==> config.mk <==
export PLATFORM = sky130hd
export DESIGN_NAME = text_banner_blitter_flat
export DESIGN_NICKNAME = d
export VERILOG_FILES = /design/src/rtl/banner_pkg.sv /design/src/rtl/text_banner_blitter_if.sv /design/src/rtl/fb_addr_calc.sv /design/src/rtl/text_banner_blitter.sv /design/src/flat_wrapper.sv
export SDC_FILE = /design/constraint.sdc
export NUM_CORES = 1
export LEC_CHECK = 0
export CORE_MARGIN = 2
export CORE_UTILIZATION = 40
export DETAILED_ROUTE_END_ITERATION = 8
export GPL_TIMING_DRIVEN = 0
export PLACE_DENSITY_LB_ADDON = 0.25
export REMOVE_ABC_BUFFERS = 1
export SLEW_MARGIN = 20
export SYNTH_ARGS = -nofsm -noshare
export SYNTH_HDL_FRONTEND = slang
export SYNTH_HIERARCHICAL = 1
export SYNTH_SLANG_ARGS = --single-unit
==> constraint.sdc <==
create_clock -name Clk -period 5.35 [get_ports Clk]
set_input_delay 0.535 -clock Clk [delete_from_list [all_inputs] [get_ports Clk]]
set_output_delay 0.535 -clock Clk [all_outputs]
set_load 0.03 [all_outputs]
==> src/rtl/banner_pkg.sv <==
// Shared definitions for the banner blitter and the frame-buffer address helper.
package banner_pkg;

    // Frame-buffer geometry (640x480, one 8-bit colour index per word)
    localparam int FB_WIDTH  = 640;
    localparam int FB_HEIGHT = 480;
    localparam int FB_AW     = 19;
    localparam int COLOR_W   = 8;

    // Screen-coordinate sums carry one extra bit so off-screen values clip
    // instead of wrapping back onto the display.
    localparam int SX_W = 11;
    localparam int SY_W = 10;

    typedef enum logic [1:0] {
        IDLE,
        FETCH,
        WRITE,
        DONE
    } blit_state_t;

endpackage

==> src/rtl/text_banner_blitter_if.sv <==
// Frame-buffer write port: the blitter requests, the arbiter acknowledges.
interface text_banner_blitter_if;
    import banner_pkg::*;

    logic               fb_we;
    logic [FB_AW-1:0]   fb_addr;
    logic [COLOR_W-1:0] fb_data;
    logic               fb_ack;

    modport master (
        output fb_we,
        output fb_addr,
        output fb_data,
        input  fb_ack
    );

    modport slave (
        input  fb_we,
        input  fb_addr,
        input  fb_data,
        output fb_ack
    );

endinterface

==> src/rtl/fb_addr_calc.sv <==
// Screen (X,Y) to frame-buffer word address, plus an off-screen flag.
// Purely combinational; also used by the sprite blitters.
module fb_addr_calc
    import banner_pkg::*;
(
    input  logic [SX_W-1:0]  scr_x,
    input  logic [SY_W-1:0]  scr_y,
    output logic [FB_AW-1:0] fb_addr,
    output logic             clip
);

    logic [FB_AW-1:0] x_ext;
    logic [FB_AW-1:0] y_ext;

    assign x_ext = FB_AW'(scr_x[9:0]);
    assign y_ext = FB_AW'(scr_y[8:0]);

    // Y*640 as Y*512 + Y*128: two shifts and an add, no multiplier.
    assign fb_addr = (y_ext << 9) + (y_ext << 7) + x_ext;

    // The wide sums keep the carry bit, so anything past the right or
    // bottom edge is caught here rather than aliasing onto the screen.
    assign clip = (scr_x >= SX_W'(FB_WIDTH)) || (scr_y >= SY_W'(FB_HEIGHT));

endmodule

==> src/rtl/text_banner_blitter.sv <==
// Walks a TEXT_W x TEXT_H text bitmap in row-major order and writes one
// colour index per pixel into the frame buffer at a latched screen origin.
module text_banner_blitter
    import banner_pkg::*;
#(
    parameter int TEXT_W      = 24,
    parameter int TEXT_H      = 32,
    parameter bit TRANSPARENT = 1'b0
) (
    input  logic               Clk,
    input  logic               Reset,
    input  logic               start,
    input  logic [9:0]         origin_x,
    input  logic [8:0]         origin_y,
    input  logic [COLOR_W-1:0] fg_color,
    input  logic [COLOR_W-1:0] bg_color,
    output logic [5:0]         map_x,
    output logic [4:0]         map_y,
    input  logic               map_pixel,
    text_banner_blitter_if.master fb,
    output logic               busy,
    output logic               done
);

    localparam logic [5:0] CX_LAST = 6'(TEXT_W - 1);
    localparam logic [4:0] CY_LAST = 5'(TEXT_H - 1);

    blit_state_t        state;
    blit_state_t        state_nxt;

    logic [9:0]         org_x;
    logic [8:0]         org_y;
    logic [COLOR_W-1:0] fg_q;
    logic [COLOR_W-1:0] bg_q;
    logic [5:0]         cx;
    logic [4:0]         cy;
    logic [FB_AW-1:0]   addr_q;
    logic [COLOR_W-1:0] data_q;

    logic [SX_W-1:0]    scr_x;
    logic [SY_W-1:0]    scr_y;
    logic [FB_AW-1:0]   pix_addr;
    logic               pix_clip;
    logic               last_pix;
    logic               skip;
    logic               accept;
    logic               wr_done;
    logic               advance;

    assign scr_x = {1'b0, org_x} + SX_W'(cx);
    assign scr_y = {1'b0, org_y} + SY_W'(cy);

    fb_addr_calc u_addr_calc (
        .scr_x   (scr_x),
        .scr_y   (scr_y),
        .fb_addr (pix_addr),
        .clip    (pix_clip)
    );

    assign last_pix = (cx == CX_LAST) && (cy == CY_LAST);
    assign skip     = pix_clip || (TRANSPARENT && !map_pixel);
    assign accept   = (state == IDLE) && start;
    assign wr_done  = (state == WRITE) && fb.fb_ack;
    // The counters freeze on the last pixel so map_x/map_y hold their final
    // value until the next render.
    assign advance  = ((state == FETCH) && skip || wr_done) && !last_pix;

    // State register; Reset drops any render in flight without a done pulse.
    always_ff @(posedge Clk) begin
        // NOTE: non-blocking assignments in clocked blocks, so every register
        // samples the pre-edge value of every other register.
        if (Reset) state <= IDLE;
        else       state <= state_nxt;
    end

    // Next-state decode.
    always_comb begin
        // NOTE: default first so every path assigns state_nxt and no latch
        // is inferred.
        state_nxt = state;
        unique case (state)
            IDLE:  if (start) state_nxt = FETCH;
            FETCH: begin
                if (!skip)         state_nxt = WRITE;
                else if (last_pix) state_nxt = DONE;
            end
            WRITE: begin
                if (fb.fb_ack) state_nxt = last_pix ? DONE : FETCH;
            end
            DONE:  state_nxt = IDLE;
            default: state_nxt = IDLE;
        endcase
    end

    // Datapath: latch job parameters on start, capture the pixel in FETCH,
    // step the scan counters after each written or skipped pixel.
    always_ff @(posedge Clk) begin
        if (Reset) begin
            org_x  <= '0;
            org_y  <= '0;
            fg_q   <= '0;
            bg_q   <= '0;
            cx     <= '0;
            cy     <= '0;
            addr_q <= '0;
            data_q <= '0;
        end else begin
            if (accept) begin
                org_x <= origin_x;
                org_y <= origin_y;
                fg_q  <= fg_color;
                bg_q  <= bg_color;
                cx    <= '0;
                cy    <= '0;
            end
            // Only pixels that will be written load the output registers,
            // keeping fb_addr/fb_data steady across the WRITE wait.
            if (state == FETCH && !skip) begin
                addr_q <= pix_addr;
                data_q <= map_pixel ? fg_q : bg_q;
            end
            if (advance) begin
                if (cx == CX_LAST) begin
                    cx <= '0;
                    cy <= cy + 5'd1;
                end else begin
                    cx <= cx + 6'd1;
                end
            end
        end
    end

    assign map_x      = cx;
    assign map_y      = cy;
    assign fb.fb_we   = (state == WRITE);
    assign fb.fb_addr = addr_q;
    assign fb.fb_data = data_q;
    assign busy       = (state != IDLE);
    assign done       = (state == DONE);

endmodule

==> src/flat_wrapper.sv <==
// flat-port wrapper written by rule: the top's interface ports become plain ports
module text_banner_blitter_flat import banner_pkg::*;
#(
    parameter int TEXT_W      = 24,
    parameter int TEXT_H      = 32,
    parameter bit TRANSPARENT = 1'b0
)
  (Clk, Reset, start, origin_x, origin_y, fg_color, bg_color, map_x, map_y, map_pixel, busy, done, fb_fb_we, fb_fb_addr, fb_fb_data, fb_fb_ack);
  text_banner_blitter_if fb_i ();
  input  logic Clk;
  input  logic Reset;
  input  logic start;
  input  logic [9:0] origin_x;
  input  logic [8:0] origin_y;
  input  logic [COLOR_W-1:0] fg_color;
  input  logic [COLOR_W-1:0] bg_color;
  output logic [5:0] map_x;
  output logic [4:0] map_y;
  input  logic map_pixel;
  output logic busy;
  output logic done;
  output wire logic [$bits(fb_i.fb_we)-1:0] fb_fb_we;
  output wire logic [$bits(fb_i.fb_addr)-1:0] fb_fb_addr;
  output wire logic [$bits(fb_i.fb_data)-1:0] fb_fb_data;
  input wire logic [$bits(fb_i.fb_ack)-1:0] fb_fb_ack;
  assign fb_fb_we = fb_i.fb_we;
  assign fb_fb_addr = fb_i.fb_addr;
  assign fb_fb_data = fb_i.fb_data;
  assign fb_i.fb_ack = fb_fb_ack;
  text_banner_blitter #(.TEXT_W(TEXT_W), .TEXT_H(TEXT_H), .TRANSPARENT(TRANSPARENT)) u_core (.Clk(Clk), .Reset(Reset), .start(start), .origin_x(origin_x), .origin_y(origin_y), .fg_color(fg_color), .bg_color(bg_color), .map_x(map_x), .map_y(map_y), .map_pixel(map_pixel), .fb(fb_i), .busy(busy), .done(done));
endmodule
==> results of run 1 <==
## registers in the layout, summed over array words and instances, names as in the netlist
register           flops
u_core/fb.fb_addr     19
u_core/bg_q            8
u_core/map_x           6
u_core/state           2
u_core/org_y           9
u_core/fg_q            8
u_core/map_y           5
u_core/org_x          10
u_core/fb.fb_data      8
## critical path, stage by stage, from the launching register on
cell,delay [ps]
dfxtp_1,530
ha_1,340
nor2b_1,160
o31a_1,300
or4b_2,620
nand3_1,130
ha_1,240
ha_1,230
fa_1,410
a21o_1,190
a21oi_2,240
o31a_4,170
xnor2_1,110
nand2_1,70
a21oi_1,140
## kinds of logic (layout without fill, tap and decap cells)
logic type	Yosys count	in the layout	synth area share
muxes	11	11	0.0258
xor gates and xnor gates	16	16	0.0329
and+or+nand+nor	212	212	0.236
adders and majority gates	35	35	0.110
AOI/OAI and AO/OA	128	128	0.191
buffers and inverters	49	115	0.0511
DFF	75	75	0.352
## cells in the final DEF, fill, tap and decap left out, types with 3 or more instances in the layout
cell / Yosys / routed
a21o_1: 8 / 8
nand4_1: 4 / 4
ha_1: 31 / 31
fa_1: 4 / 4
o21ai_0: 13 / 13
and2_1: 4 / 3
o21bai_1: 3 / 3
mux2i_1: 11 / 11
nand4b_1: 4 / 4
or4b_2: 4 / 4
clkdlybuf4s50_1: 0 / 79
o2111ai_1: 5 / 5
inv_1: 17 / 17
nand3_1: 12 / 12
xor2_1: 3 / 3
nor3b_1: 4 / 4
nor3_1: 3 / 3
a21oi_1: 64 / 64
a211oi_1: 13 / 13
nor2_1: 26 / 26
o211ai_1: 3 / 3
xnor2_1: 13 / 13
nor2b_1: 4 / 4
clkbuf_8: 0 / 9
or2_2: 4 / 4
nand2_1: 121 / 121
a2111oi_0: 4 / 4
and3_1: 5 / 5
dfxtp_1: 75 / 75
## routing by layer
| layer | routed length, µm | up-vias | GRT usage |
|---|---|---|---|
| met2 | 4730 | 75 | 0.298 |
| li1 | - | 1946 | - |
| met5 | 0 | - | 0 |
| met1 | 4670 | 1801 | 0.224 |
| met4 | 160 | 0 | 0.0594 |
| met3 | 387 | 15 | 0.0474 |
## power groups by stage
stage / Sequential (W) / Combinational, W / Clock [W]
2_1_floorplan: 0.000646 / 0.000141 / 0
3_3_place_gp: 0.000625 / 0.000265 / 0
3_5_place_dp: 0.000627 / 0.000273 / 0
4_1_cts: 0.000614 / 0.000274 / 0.000494
5_1_grt: 0.000618 / 0.000302 / 0.000525
6_report: 0.000614 / 0.000272 / 0.000480
## synthesized netlist by cell type (5+ instances only)
cell type | instances | area (µm²)
and3_1 | 5 | 31.3
a211oi_1 | 13 | 97.6
ha_1 | 31 | 388
a21o_1 | 8 | 60.1
inv_1 | 17 | 63.8
o2111ai_1 | 5 | 43.8
a21oi_1 | 64 | 320
dfxtp_1 | 75 | 1500
nor2_1 | 26 | 97.6
o21ai_0 | 13 | 65.1
xnor2_1 | 13 | 114
mux2i_1 | 11 | 110
nand3_1 | 12 | 60.1
buf_4 | 8 | 60.1
nand2_1 | 121 | 454
clkbuf_1 | 20 | 75.1
## final timing paths
check,startpoint,depth (start not counted),slack [ps],endpoint
min reg2reg,u_core/fb.fb_addr[12],2,460,u_core/fb.fb_addr[12]
max reg2reg,u_core/map_x[2],14,1380,u_core/fb.fb_addr[16]
min,u_core/fb.fb_addr[12],2,460,u_core/fb.fb_addr[12]
max,u_core/map_x[2],14,1380,u_core/fb.fb_addr[16]
## through the flow
stage / power, W / std cells / cell area (µm²)
global placement: 0.000890 / 710 / 5080
finish: 0.00136 / 728 / 5330
global route: 0.00144 / 728 / 5330
floorplan: 0.000787 / 494 / 4110
detailed placement: 0.000900 / 712 / 5110
CTS: 0.00138 / 728 / 5330
## area by class of cell
type / count / area, µm²
clock buffers: 10 / 128
fillers: 985 / 4990
well taps: 136 / 170
clock inverters: 6 / 88.8
inverters: 17 / 63.8
repair buffers: 82 / 828
flip-flops and latches: 75 / 1500
multi-input cells: 402 / 2550
==> results.json, run 1 <==
{
  "drt_pre_antenna_iters": 4,
  "leakagePower_nw": 2.13,
  "row_count": 37,
  "final_max_slew_viol_count": 0,
  "cts_inserted_buffers": 9,
  "async_reset_ff_frac": 0,
  "comb_power_share": 0.199,
  "fin_setup_tns_ps": 0,
  "die-area_um2": 11500,
  "hold_buffers": 0,
  "fmax_mhz": 252,
  "grt_max_degree": 79,
  "maxCapViolations": 0,
  "p_sw_frac": 0.289,
  "grt_pass1_wl_um": 16600,
  "slew_headroom": 0.411,
  "finClkSkew_ps": 9.41,
  "endpoint_kind": "register",
  "postSynthCellCount": 526,
  "start_util": 0.413,
  "die_y_um": 107,
  "nets": 662,
  "power.internal_w": 0.000971,
  "via_per_inst": 5.27,
  "holdWs_ps": 455,
  "peakVddDrop_mv": 0.149,
  "pwr-share-clk": 0.351,
  "syn_area_um2": 4260,
  "vias": 3837,
  "worst_slew_pin_slew_ps": 884,
  "drtIter0Drc": 137,
  "crit_required_ps": 5620,
  "antennaDiodeCount": 0,
  "seq_area_frac_synth": 0.352,
  "clk_path_buf_depth": 2,
  "timing.final.hold_violations": 0,
  "cts_resized": 0,
  "synth_enable_flop_cells": 0,
  "routed_wl_um": 9940,
  "setup_violations": 0,
  "grt_overflow": 0,
  "clock_latency_ps": 350,
  "cts_setup_buffers": 0,
  "drc": 0,
  "place_hpwl_um": 7010,
  "avgSynthCellArea_um2": 8.10,
  "period_minus_slack_ps": 3970,
  "cp_max_fo": 10,
  "outcome": "finished clean",
  "synth_seq_cells": 75,
  "cp.arrival_ps": 4240,
  "core_area_um2": 10300,
  "routabilityCongestion": 0.768,
  "utilization": 0.516,
  "grt_usage": 0.179,
  "ys_warn_count": 6,
  "pre_cts_slack_ps": 1450,
  "wire_per_inst_um": 13.7,
  "antenna_found_initial": 0,
  "p_switching_w": 0.000394,
  "synth.distinct_cells": 60,
  "hp-class": "register to register",
  "post-route-period-util": 0.742,
  "grt_pass1_vias": 3648,
  "ys.flop_type": "dfxtp_1",
  "start_kind": "register",
  "areaGrowthSynthToFinish_pct": 25.1,
  "path_class": "register to register",
  "die_w_um": 107,
  "io-pin-count": 81,
  "rsz0062_at_grt": "no",
  "layout-drive-gt1-share": 0.0625,
  "clockRootBuffer": "clkbuf_8",
  "drt.antenna.violating_nets": 0,
  "power_frac_seq": 0.450,
  "clock_sinks": 75,
  "power_density_nw_per_um2": 256,
  "clk_pin_slew_worst_paths_ps": 80,
  "io_buffers": 80,
  "cts.htree.levels": 3,
  "cts_tree": "yes",
  "fin_ws_ps": 1380
}
Note: power is estimated with default switching activity, not from simulation.
==> run 2: changes to the inputs <==
==> constraint.sdc (replaced) <==
create_clock -name Clk -period 4 [get_ports Clk]
set_input_delay 0.4 -clock Clk [delete_from_list [all_inputs] [get_ports Clk]]
set_output_delay 0.4 -clock Clk [all_outputs]
set_load 0.03 [all_outputs]
==> run 2 against run 1 <==
Against the previous run: non-clock buffer count is 1 higher; critical path depth is 2 higher; final area is 0.59% higher; cell count is 0.14% higher; utilization is 0.30 points higher; combinational power is 35% higher; via count is 0.16% higher; critical path type unchanged; largest power group unchanged; highest routed layer unchanged.
==> results.json, run 2 (synthesis results as in run 1) <==
{
  "hold_path.startpoint": "u_core/fb.fb_addr[12]",
  "grt_pass1_wl_um": 16600,
  "cts.htree.levels": 3,
  "grt_usage": 0.179,
  "core_area_um2": 10300,
  "wire_per_inst_um": 13.6,
  "peakVddDrop_mv": 0.200,
  "final_max_slew_viol_count": 0,
  "leakagePower_nw": 2.14,
  "io_buffers": 80,
  "hold_end": "u_core/fb.fb_addr[12]",
  "drt.antenna.violating_nets": 0,
  "grt_pass1_vias": 3648,
  "vias": 3843,
  "final_common_cell": "nand2_1",
  "grt_use_met2": 0.298,
  "io-pin-count": 81,
  "areaGrowthSynthToFinish_pct": 25.8,
  "routabilityCongestion": 0.768,
  "worstRegToRegCells": 16,
  "finClkSkew_ps": 8.94,
  "layout-drive-gt1-share": 0.0725,
  "routed_wl_um": 9930,
  "clockRootBuffer": "clkbuf_8",
  "row_count": 37,
  "fin_setup_tns_ps": 0,
  "startpoint": "u_core/map_x[0]",
  "endpoint_kind": "register",
  "antenna_found_initial": 0,
  "clock_latency_ps": 350,
  "path_class": "register to register",
  "cts_inserted_buffers": 9,
  "largest_register_ffs": 19,
  "cp_max_fo": 6,
  "start_util": 0.413,
  "outcome": "finished clean",
  "slew_headroom": 0.414,
  "antennaDiodeCount": 0,
  "clk_pin_slew_worst_paths_ps": 80,
  "rrSetupSlack_ps": 220,
  "post-route-period-util": 0.944,
  "fmax_mhz": 265,
  "drc": 0,
  "setup_violations": 0,
  "die_w_um": 107,
  "via_per_inst": 5.27,
  "place_hpwl_um": 7010,
  "worst_slew_pin_slew_ps": 879,
  "die_y_um": 107,
  "grt_busiest_layer": "met2",
  "met1_usage": 0.224,
  "grt_max_degree": 79,
  "most-common-layout-cells": "nand2_1, clkdlybuf4s50_1, dfxtp_1, a21oi_1, ha_1",
  "cts_tree": "yes",
  "maxCapViolations": 0,
  "grt_overflow": 0,
  "nets": 663,
  "drtIter0Drc": 138,
  "globalRouteMet3Util": 0.0474,
  "hp-class": "register to register",
  "die-area_um2": 11500,
  "power_w": 0.00183,
  "timing.final.hold_violations": 0,
  "worstHoldPathCells": 2,
  "crit_required_ps": 4270,
  "start_kind": "register",
  "clock_sinks": 75,
  "r2r-start": "u_core/map_x[0]",
  "power_density_nw_per_um2": 341,
  "period_minus_slack_ps": 3780,
  "clk_path_buf_depth": 2,
  "cp.arrival_ps": 4050,
  "r2r-end": "u_core/fb.fb_addr[16]",
  "rsz0062_at_grt": "no",
  "drt_pre_antenna_iters": 4
}
-- run 2: cell types whose count changed in the layout (fill, tap and decap cells not counted), sizes merged --
cell	delta
buf	+1
-- run 2: repair_timing --
action,4_1_cts,5_1_grt
setup endpoints to repair,0,4
resized for setup,0,6
endpoints found under the hold margin,0,0
buffers inserted,0,1
hold buffers,0,0
-- run 2: stage by stage --
step	hold WS (ps)	instance area [µm²]	util	std cells	setup WS, ps
floorplan	430	4110	-	494	197
global placement	442	5080	0.492	710	39.0
detailed placement	447	5110	0.495	712	104
CTS	458	5330	0.516	728	48.0
global route	481	5360	0.519	729	16.9
finish	455	5360	0.519	729	224
-- run 2: routing by layer --
| layer | vias to the layer above | routed length (µm) | share of wire |
|---|---|---|---|
| met2 | 75 | 4730 | 0.48 |
| met4 | 0 | 160 | 0.016 |
| met3 | 15 | 422 | 0.043 |
| li1 | 1950 | - | - |
| met5 | - | 0 | 0 |
| met1 | 1803 | 4620 | 0.46 |
-- run 2: how the worst max path moves through the flow --
stage                                       end  slack [ps]  cells after the start
after floorplan           u_core/fb.fb_addr[16]         200                     14
after global placement    u_core/fb.fb_addr[14]          40                     14
after detailed placement  u_core/fb.fb_addr[16]         100                     14
after CTS                 u_core/fb.fb_addr[16]          50                     14
after global routing      u_core/fb.fb_addr[16]          20                     16
final                     u_core/fb.fb_addr[16]         220                     16
-- run 2: final cells by class --
type                       count  area, µm²
sequential                    75       1500
clock inverter                 6       88.8
tap                          136        170
inverter                      17       63.8
multi-input combinational    402       2570
timing repair buffer          83        836
clock buffer                  10        128
fill                         981       4960
-- run 2: worst max-delay path, stage by stage, from the launching register on --
cell and delay, ps:
dfxtp_2 360, ha_1 210, inv_1 70, fa_2 220, nor2b_1 60, o31a_1 300, or4b_2 640, nand3_2 110
ha_1 230, ha_1 230, fa_1 410, a21o_1 200, a21oi_4 180, o31a_4 150, xnor2_1 110, nand2_1 70
a21oi_1 140
-- run 2: power by group --
| part | leakage (nW) | switching, W | internal (W) |
|---|---|---|---|
| Sequential | 0.613 | 0.0000309 | 0.000790 |
| Clock | 0.103 | 0.000291 | 0.000353 |
| Combinational | 1.43 | 0.000208 | 0.000157 |
| Total | 2.14 | 0.000530 | 0.00130 |
==> run 3: changes to the inputs <==
--- a/config.mk
+++ b/config.mk
@@ -5,6 +5,7 @@
 export SDC_FILE = /design/constraint.sdc
 export NUM_CORES = 1
 export LEC_CHECK = 0
+export CAP_MARGIN = 0
 export CORE_MARGIN = 2
 export CORE_UTILIZATION = 40
 export DETAILED_ROUTE_END_ITERATION = 8
==> results of run 3 <==
No change in the layout: final DEF, timing and power equal those of run 2.
